`src/rtl/imem_pkg.sv`:
```
// +-------------------------------------------------------------------+
// | imem_pkg: shared defaults, FSM states and requester ids for imem  |
// | Rev 1.0                                                           |
// +-------------------------------------------------------------------+
`default_nettype none

package imem_pkg;

  localparam int          AW_DEF      = 10;
  localparam int          DW_DEF      = 32;
  localparam logic [31:0] CLR_VAL_DEF = 32'h0;

  typedef enum logic [0:0] {
    CLEAR = 1'b0,
    RUN   = 1'b1
  } state_t;

  typedef enum logic [0:0] {
    FETCH  = 1'b0,
    LOADER = 1'b1
  } req_id_t;

  // Grant vectors are indexed by requester id: bit 0 fetch, bit 1 loader.
  function automatic logic [1:0] id_onehot(input req_id_t id);
    return (id == FETCH) ? 2'b01 : 2'b10;
  endfunction

endpackage

`default_nettype wire

```
`src/rtl/imem_if.sv`:
```
// +-------------------------------------------------------------------+
// | imem_if: fetch, loader and memory-port signals of imem_ctrl       |
// | Rev 1.0                                                           |
// +-------------------------------------------------------------------+
`default_nettype none

interface imem_if
  import imem_pkg::*;
#(
  parameter int AW = AW_DEF,
  parameter int DW = DW_DEF
) ();

  logic          f_req;
  logic [AW-1:0] f_addr;
  logic          f_gnt;
  logic          f_rvalid;
  logic [DW-1:0] f_rdata;

  logic          l_req;
  logic          l_we;
  logic [AW-1:0] l_addr;
  logic [DW-1:0] l_wdata;
  logic          l_gnt;
  logic          l_rvalid;
  logic [DW-1:0] l_rdata;

  logic          m_en;
  logic          m_we;
  logic [AW-1:0] m_addr;
  logic [DW-1:0] m_wdata;
  logic [DW-1:0] m_rdata;

  // master: the surroundings (requesters and RAM); slave: the controller.
  modport master (
    output f_req, f_addr, l_req, l_we, l_addr, l_wdata, m_rdata,
    input  f_gnt, f_rvalid, f_rdata, l_gnt, l_rvalid, l_rdata,
    input  m_en, m_we, m_addr, m_wdata
  );

  modport slave (
    input  f_req, f_addr, l_req, l_we, l_addr, l_wdata, m_rdata,
    output f_gnt, f_rvalid, f_rdata, l_gnt, l_rvalid, l_rdata,
    output m_en, m_we, m_addr, m_wdata
  );

endinterface

`default_nettype wire

```
`src/rtl/rr_arb2.sv`:
```
// +-------------------------------------------------------------------+
// | rr_arb2: two-requester round-robin arbiter with enable            |
// | Rev 1.0                                                           |
// +-------------------------------------------------------------------+
`default_nettype none

module rr_arb2
  import imem_pkg::*;
(
  input  wire logic       clk,
  input  wire logic       reset_n,
  input  wire logic       en,
  input  wire logic [1:0] req,
  output logic      [1:0] gnt
);

  req_id_t last_gnt;

  always_comb begin
    gnt = 2'b00;
    if (en) begin
      unique case (req)
        2'b01:   gnt = id_onehot(FETCH);
        2'b10:   gnt = id_onehot(LOADER);
        2'b11:   gnt = (last_gnt == LOADER) ? id_onehot(FETCH) : id_onehot(LOADER);
        default: gnt = 2'b00;
      endcase
    end
  end

  // Reset points at the loader so fetch wins the first tie.
  always_ff @(posedge clk or negedge reset_n) begin
    if (!reset_n) begin
      last_gnt <= LOADER;
    end else if (gnt[0]) begin
      last_gnt <= FETCH;
    end else if (gnt[1]) begin
      last_gnt <= LOADER;
    end
  end

endmodule

`default_nettype wire

```
`src/rtl/imem_ctrl.sv`:
```
// +-------------------------------------------------------------------+
// | imem_ctrl: instruction-memory clear sequencer and port arbiter    |
// | Rev 1.0                                                           |
// +-------------------------------------------------------------------+
`default_nettype none

module imem_ctrl
  import imem_pkg::*;
#(
  parameter int          AW      = AW_DEF,
  parameter int          DW      = DW_DEF,
  parameter logic [DW-1:0] CLR_VAL = DW'(CLR_VAL_DEF)
) (
  input  wire logic clk,
  input  wire logic reset_n,
  input  wire logic clr_start,
  output logic      busy,
  imem_if.slave     bus
);

  localparam logic [AW-1:0] CNT_MAX = '1;

  state_t        state;
  logic [AW-1:0] clr_cnt;
  logic          f_rvalid_q;
  logic          l_rvalid_q;
  logic [1:0]    gnt;
  logic          run_en;

  assign run_en = (state == RUN);
  assign busy   = (state == CLEAR);

  rr_arb2 u_arb (
    .clk     (clk),
    .reset_n (reset_n),
    .en      (run_en),
    .req     ({bus.l_req, bus.f_req}),
    .gnt     (gnt)
  );

  assign bus.f_gnt    = gnt[0];
  assign bus.l_gnt    = gnt[1];
  assign bus.f_rvalid = f_rvalid_q;
  assign bus.l_rvalid = l_rvalid_q;
  assign bus.f_rdata  = bus.m_rdata;
  assign bus.l_rdata  = bus.m_rdata;

  // The clear strobe is gated by reset_n so the port goes quiet the
  // instant reset asserts, not at the next edge.
  always_comb begin
    bus.m_en    = 1'b0;
    bus.m_we    = 1'b0;
    bus.m_addr  = '0;
    bus.m_wdata = '0;
    if (state == CLEAR) begin
      if (reset_n) begin
        bus.m_en    = 1'b1;
        bus.m_we    = 1'b1;
        bus.m_addr  = clr_cnt;
        bus.m_wdata = CLR_VAL;
      end
    end else begin
      bus.m_en    = |gnt;
      bus.m_we    = gnt[1] & bus.l_we;
      bus.m_addr  = gnt[0] ? bus.f_addr : bus.l_addr;
      bus.m_wdata = bus.l_wdata;
    end
  end

  always_ff @(posedge clk or negedge reset_n) begin
    if (!reset_n) begin
      state      <= CLEAR;
      clr_cnt    <= '0;
      f_rvalid_q <= 1'b0;
      l_rvalid_q <= 1'b0;
    end else begin
      f_rvalid_q <= gnt[0];
      l_rvalid_q <= gnt[1] & ~bus.l_we;
      unique case (state)
        CLEAR: begin
          if (clr_start) begin
            clr_cnt <= '0;
          end else begin
            clr_cnt <= clr_cnt + AW'(1);
            if (clr_cnt == CNT_MAX) begin
              state <= RUN;
            end
          end
        end
        RUN: begin
          if (clr_start) begin
            state   <= CLEAR;
            clr_cnt <= '0;
          end
        end
        default: state <= CLEAR;
      endcase
    end
  end

endmodule

`default_nettype wire

```
`src/flat_wrapper.sv`:
```
// flat-port wrapper written by rule: the top's interface ports become plain ports
module imem_ctrl_flat import imem_pkg::*;
#(
  parameter int          AW      = AW_DEF,
  parameter int          DW      = DW_DEF,
  parameter logic [DW-1:0] CLR_VAL = DW'(CLR_VAL_DEF)
)
  (clk, reset_n, clr_start, busy, bus_f_req, bus_f_addr, bus_l_req, bus_l_we, bus_l_addr, bus_l_wdata, bus_m_rdata, bus_f_gnt, bus_f_rvalid, bus_f_rdata, bus_l_gnt, bus_l_rvalid, bus_l_rdata, bus_m_en, bus_m_we, bus_m_addr, bus_m_wdata);
  imem_if #(.AW(AW), .DW(DW)) bus_i ();
  input  wire logic clk;
  input  wire logic reset_n;
  input  wire logic clr_start;
  output logic busy;
  input wire logic [$bits(bus_i.f_req)-1:0] bus_f_req;
  input wire logic [$bits(bus_i.f_addr)-1:0] bus_f_addr;
  input wire logic [$bits(bus_i.l_req)-1:0] bus_l_req;
  input wire logic [$bits(bus_i.l_we)-1:0] bus_l_we;
  input wire logic [$bits(bus_i.l_addr)-1:0] bus_l_addr;
  input wire logic [$bits(bus_i.l_wdata)-1:0] bus_l_wdata;
  input wire logic [$bits(bus_i.m_rdata)-1:0] bus_m_rdata;
  output wire logic [$bits(bus_i.f_gnt)-1:0] bus_f_gnt;
  output wire logic [$bits(bus_i.f_rvalid)-1:0] bus_f_rvalid;
  output wire logic [$bits(bus_i.f_rdata)-1:0] bus_f_rdata;
  output wire logic [$bits(bus_i.l_gnt)-1:0] bus_l_gnt;
  output wire logic [$bits(bus_i.l_rvalid)-1:0] bus_l_rvalid;
  output wire logic [$bits(bus_i.l_rdata)-1:0] bus_l_rdata;
  output wire logic [$bits(bus_i.m_en)-1:0] bus_m_en;
  output wire logic [$bits(bus_i.m_we)-1:0] bus_m_we;
  output wire logic [$bits(bus_i.m_addr)-1:0] bus_m_addr;
  output wire logic [$bits(bus_i.m_wdata)-1:0] bus_m_wdata;
  assign bus_i.f_req = bus_f_req;
  assign bus_i.f_addr = bus_f_addr;
  assign bus_i.l_req = bus_l_req;
  assign bus_i.l_we = bus_l_we;
  assign bus_i.l_addr = bus_l_addr;
  assign bus_i.l_wdata = bus_l_wdata;
  assign bus_i.m_rdata = bus_m_rdata;
  assign bus_f_gnt = bus_i.f_gnt;
  assign bus_f_rvalid = bus_i.f_rvalid;
  assign bus_f_rdata = bus_i.f_rdata;
  assign bus_l_gnt = bus_i.l_gnt;
  assign bus_l_rvalid = bus_i.l_rvalid;
  assign bus_l_rdata = bus_i.l_rdata;
  assign bus_m_en = bus_i.m_en;
  assign bus_m_we = bus_i.m_we;
  assign bus_m_addr = bus_i.m_addr;
  assign bus_m_wdata = bus_i.m_wdata;
  imem_ctrl #(.AW(AW), .DW(DW), .CLR_VAL(CLR_VAL)) u_core (.clk(clk), .reset_n(reset_n), .clr_start(clr_start), .busy(busy), .bus(bus_i));
endmodule
```
`config.mk`:
```
export PLATFORM = sky130hd
export DESIGN_NAME = imem_ctrl_flat
export DESIGN_NICKNAME = d
export VERILOG_FILES = /design/src/rtl/imem_pkg.sv /design/src/rtl/imem_if.sv /design/src/rtl/rr_arb2.sv /design/src/rtl/imem_ctrl.sv /design/src/flat_wrapper.sv
export SDC_FILE = /design/constraint.sdc
export NUM_CORES = 1
export LEC_CHECK = 0
export CORE_ASPECT_RATIO = 1.5
export CORE_MARGIN = 1
export CORE_UTILIZATION = 26
export CTS_BUF_LIST = sky130_fd_sc_hd__clkbuf_4
export DETAILED_ROUTE_END_ITERATION = 12
export PLACE_DENSITY = 0.92
export SYNTH_ARGS = -nofsm -noshare
export SYNTH_HDL_FRONTEND = slang
export SYNTH_SLANG_ARGS = --single-unit
```
`constraint.sdc`:
```
create_clock -name clk -period 2.05 [get_ports clk]
set_clock_uncertainty 0.2 [all_clocks]
set_input_delay 0.205 -clock clk [delete_from_list [all_inputs] [get_ports clk]]
set_output_delay 0.205 -clock clk [all_outputs]
set_load 0.02 [all_outputs]
```
==> Word level (Yosys, flattened, before mapping) <==
Cells that the tools add are included.
{ "word_totals": {"regBits": 14, "out_inout_bits": 113} }
{ "op_classes": {"addsub": 1, "eq_ne": 5, "mux": 19, "n_bitwise": 4, "n_reduce_logical": 2} }
{ "op_table": {"columns": ["op", "count"], "rows": [
  ["2-to-1 mux 10 bit", 5],
  ["2-to-1 mux 32 bit", 1],
  ["one-hot mux 10 bit (2 select lines)", 1],
  ["adder 10 x 1 -> 10 bit, second input constant", 1],
  ["== test 10 bit, second input constant", 1],
  ["2-to-1 mux 1 bit", 8],
  ["one-hot mux 2 bit (3 select lines)", 1],
  ["== test 2 bit, second input constant", 2],
  ["2-to-1 mux 2 bit", 2],
  ["bitwise AND 1 bit", 2],
  ["== test 2 x 1 -> 1 bit, second input constant", 1],
  ["!= test 2 bit, second input constant", 1],
  ["NOT 1 bit", 2],
  ["one-hot mux 1 bit (2 select lines)", 1],
  ["nonzero test 2 bit", 1],
  ["OR reduction 2 bit", 1]
]} }

==> Logic depth before layout (Yosys ltp) <==
{ "logic_depth": {"depth_word": 5, "depth_mapped": 5, "depth_no_buf": 5} }

==> Modules after synthesis <==
From an unflattened synthesis, not the netlist that was laid out.
{ "hier_totals": {"cells_unflattened": 201, "hier_area_um2": 1576.5} }
{ "modules_own_cells": {"columns": ["mod", "instances", "cells_per_inst", "area_each_um2"], "rows": [
  ["imem_ctrl", 1, 193, 1514.0],
  ["rr_arb2", 1, 8, 62.6]
]} }

==> Least setup slack after synthesis <==
OpenSTA, ideal clock, no wires.
{ "synth_path": {"path_kind": "register -> output", "from": "register u_core.state, in the netlist u_core.run_en", "to": "output port bus_m_we", "arrival_ns": 1.499, "t_required_ns": 1.645, "path_slack_ns": 0.146, "stages_incl_launch_ff": 5, "path_cell_list": "dfrtp_1 > inv_1 > a211oi_1 > nand2_1 > o21ai_0"} }
{ "synth_via": {"elab_chain_cells": 3} }
{ "synth_rtl": {"columns": ["element", "line_no", "source"], "rows": [
  ["start: declaration", "imem_ctrl.sv:23", "state_t state;"],
  ["start signal: assignment", "imem_ctrl.sv:72", "state <= CLEAR;"],
  ["start signal: assignment", "imem_ctrl.sv:86", "state <= RUN;"],
  ["start signal: assignment", "imem_ctrl.sv:92", "state <= CLEAR;"],
  ["2-to-1 mux 2 bit", "rr_arb2.sv:21", "if (en) begin"],
  ["via bus_l_gnt", "flat_wrapper.sv:24", "output wire logic [$bits(bus_i.l_gnt)-1:0] bus_l_gnt;"],
  ["bitwise AND 1 bit", "imem_ctrl.sv:64", "bus.m_we = gnt[1] & bus.l_we;"],
  ["2-to-1 mux 1 bit", "imem_ctrl.sv:55", "if (state == CLEAR) begin"],
  ["end: declaration", "flat_wrapper.sv:28", "output wire logic [$bits(bus_i.m_we)-1:0] bus_m_we;"]
]} }
The timed path passes the listed nets, and every way through them passes these cells.

==> Worst setup path after layout <==
{ "layout_path": {"from": "register u_core.u_arb.last_gnt", "to": "output port bus_m_addr[3]"} }
{ "layout_via": {"elab_chain_cells": 5} }
{ "layout_rtl": {"columns": ["element", "line_no", "source"], "rows": [
  ["start: declaration", "rr_arb2.sv:17", "req_id_t last_gnt;"],
  ["start signal: assignment", "rr_arb2.sv:34", "last_gnt <= LOADER;"],
  ["start signal: assignment", "rr_arb2.sv:36", "last_gnt <= FETCH;"],
  ["start signal: assignment", "rr_arb2.sv:38", "last_gnt <= LOADER;"],
  ["2-to-1 mux 2 bit", "rr_arb2.sv:25", "2'b11: gnt = (last_gnt == LOADER) ? id_onehot(FETCH) : id_onehot(LOADER);"],
  ["one-hot mux 2 bit (3 select lines)", "rr_arb2.sv:22", "unique case (req)"],
  ["2-to-1 mux 2 bit", "rr_arb2.sv:21", null],
  ["2-to-1 mux 10 bit", "imem_ctrl.sv:65", "bus.m_addr = gnt[0] ? bus.f_addr : bus.l_addr;"],
  ["2-to-1 mux 10 bit", "imem_ctrl.sv:55", null],
  ["end: declaration", "flat_wrapper.sv:29", "output wire logic [$bits(bus_i.m_addr)-1:0] bus_m_addr;"]
]} }
No other way between the ends.

==> metrics.csv <==
stage,metric,value,unit
status,status,completed,
detailed_routing,vias,1402,
sta,Final Hold Slack,0.0587,ns
yosys,post-synth top area share,31.0,%
critical_path,CP Depth,5,
critical_path,crit start category,flip-flop,
layout,"commonest non-fill, non-tap cell in the layout",clkdlybuf4s50_1,
yosys,syn_nets,290,
grt,largest net degree at the start of global routing,28,
yosys,Gate Count Post-Synth,199,
cts,htree depth,1,
yosys,"Distinct cells, synth",27,
yosys,largest family of logic cells by synthesized area,buffers and inverters,
yosys,post-synthesis mux area share,6.99,%
floorplan,Die Wd,65.6,um
cts,clock sink total,14,
layout,Fillers,577,
placed_design,DP HPWL,3.38,mm
cts,CTS hold repair buffers,0,
cts,Clock Tree Buf Depth,2,
critical_path,"setup slack, reg-to-reg",0.35,ns
placed_design,GPL Wtd Cong,0.754,
sta,Final WS setup,0.0511,ns
detailed_routing,WL per Instance,13.6,um
detailed_routing,routed vias/inst,4.37,
cts,clk root buf,clkbuf_4,
layout,fin cells,321,
layout,area delta synth->final,50.8,%
sta,Worst-Margin Slew,0.385,ns
sta,# setup viols final,0,
layout,Ant. Diodes,0,
critical_path,CP Cell Sequence,"o21ai_4, buf_12, mux2i_1, o21ai_0, buf_4",
pwr,Worst VDD drop,0.126,mV
placed_design,I/O Buffers,106,
floorplan,die area,0.00638,mm^2
cts,Num CTS Buffers,3,
cts,Clock transition at path regs,0.09,ns
layout,multi-input combinational cell area,692,um^2
layout,register area,352,um^2
hold_path,hold crit path type,in2async,
yosys,average size of a mapped cell,7.92,um^2
yosys,Synth Register Bits,14,
yosys,Synth Area in Compound Gates,8.10,%
cts,Worst-Skew Late Latency,0.28,ns
grt,Tot GR Track Use,12.5,%
critical_path,Critical Path AT,1.59,ns
layout,layout cell share with drive strength beyond 1,12.4,%
critical_path,CP max-delay cell,dfstp_2,
yosys,Synth area leaders,"buf_4 31%, dfrtp_1 21%, and2_1 13%, mux2i_1 7.0%, o21ai_0 5.1%",
floorplan,core region area,0.00583,mm^2
layout,final net count,341,
placed_design,placed insts,314,
sta,crit share post-route,97.5,%
critical_path,critical path class,reg2out,
sta,highest clock rate,500,MHz
pwr,Leak,1.45,nW
sta,minimum clock period,2.00,ns
yosys,adder-cell area share of the yosys netlist,0.794,%
grt,first-pass GRT wire length,6.40,mm
floorplan,die height,97.3,um
critical_path,Critical Path Sink Type,primary output,
detailed_routing,total wire length,4.36,mm
floorplan,FP Rows,34,
critical_path,CP max stage delay,0.57,ns
critical_path,crit-path max FO,6,
yosys,fraction of synthesized cell area in xor and xnor cells,3.34,%
sta,RSZ-0062 raised after global routing,true,
pwr,Power Density,279,mW/mm^2
sta,Final Hold Viols,0,
critical_path,r2r startpoint,u_core.run_en,
detailed_routing,# DRC,0,
critical_path,RR Endpoint,u_core.clr_cnt[5],
detailed_routing,DRT iter0 DRCs,39,
critical_path,"CP delay by family, top",flip-flops,
layout,"commonest cells after routing, fill and taps aside","58 x clkdlybuf4s50_1, 32 x and2_1, 23 x dlymetal6s2s_1, 13 x dlygate4sd2_1, 13 x dfrtp_1",
grt,vias in the first global route,1397,
grt,global route total overflow,0,
sta,relative max-transition margin,74.2,%
floorplan,IO Count,203,
yosys,Syn. warnings,0,
placed_design,Placement Setup Slack,-0.399,ns
sta,Slew Limit Fails,0,
yosys,synthesized area,0.00158,mm^2
grt,initial antenna violation count,0,
yosys,"area leader, netlist",buf_4,
run,Max Cap Viol,0,
cts,CTS tree,yes,
floorplan,initial core utilization,27.0,%
yosys,sequential area share after synthesis,22.3,%
critical_path,path depth of the worst reg2reg path,4,
yosys,post-synthesis simple-gate area fraction,24.2,%
critical_path,"Req. time, crit path",1.64,ns
critical_path,critical path buffer and inverter count,2,
detailed_routing,"antenna viol nets, final",0,
detailed_routing,drt first pass iters,4,
## metrics by stage
stage / TNS, ns / utilization, % / power [mW] / area (um^2)
floorplan: 0 / - / 0.533 / 1580
detailed placement: -4.05 / 39.4 / 0.501 / 2300
finish: 0 / 40.8 / 0.663 / 2380
CTS: -0.00345 / 39.1 / 0.658 / 2280
global route: -0.140 / 40.8 / 0.700 / 2380
global placement: -3.52 / 39.4 / 0.495 / 2300
## where the power goes
part	switching [mW]	internal (mW)	leakage [nW]	total [mW]
Clock	0.0844	0.0705	0.0154	0.155
Combinational	0.0668	0.147	1.25	0.214
Sequential	0.00925	0.285	0.190	0.294
Total	0.160	0.503	1.45	0.663
## repair_timing
item / in CTS / in global routing
gates cloned: 0 / 1
pin swaps: 0 / 2
gates resized for setup: 65 / 39
setup endpoints to repair: 34 / 34
buffers inserted: 2 / 0
## sequential cells by signal, indices dropped and copies added, names as in the netlist
signal,cells
u_core.clr_cnt,10
u_core.bus.f_rvalid,1
u_core.bus.l_rvalid,1
u_core.run_en,1
u_core.u_arb.last_gnt,1
## synth_stat cells (all sizes together)
cell type     number
and3b              1
o21ai             17
dlymetal6s2s       1
dfrtp             13
and2              32
dfstp              1
nand4              3
nor3               1
buf               66
a211oi             1
xnor2              2
a31oi              1
xor2               4
mux2i             11
nand3             10
nand2              5
nor2               9
nand4b             1
a21oi              5
clkbuf             6
or3                3
nor2b              2
ha                 1
inv                3
## how the worst max path moves through the flow
stage	start	end
final	u_core.u_arb.last_gnt	bus_m_addr[3]
after global routing	u_core.u_arb.last_gnt	bus_m_addr[6]
after CTS	bus_l_req	bus_m_addr[1]
after detailed placement	bus_l_req	bus_m_addr[3]
after global placement	bus_l_req	bus_m_addr[0]
after floorplan	u_core.run_en	bus_m_we
## cell type report
cell class                      instances  area share (%)
Clock buffer                            3           0.948
Clock inverter                          1           0.158
Inverter                                3           0.474
Multi-Input combinational cell        109            29.1
Sequential cell                        14            14.8
Tap cell                               72            3.79
Timing Repair Buffer                  119            50.7
## metal layers
metal  GRT usage, %  share of wire [%]
met2           23.2                 54
met3           1.76                8.3
met1           12.0                 33
met4           8.86                4.1
met5              0                  0
## cells by family (layout without fill, tap and decap cells)
| kind of cell | Yosys count | after routing |
|---|---|---|
| buffers and inverters | 76 | 126 |
| and+or+nand+nor | 67 | 67 |
| AOI/OAI and AO/OA | 24 | 24 |
| DFF | 14 | 14 |
| muxes | 11 | 11 |
| xor gates and xnor gates | 6 | 6 |
| adders and majority gates | 1 | 1 |
(Power assumes the default switching activity.)
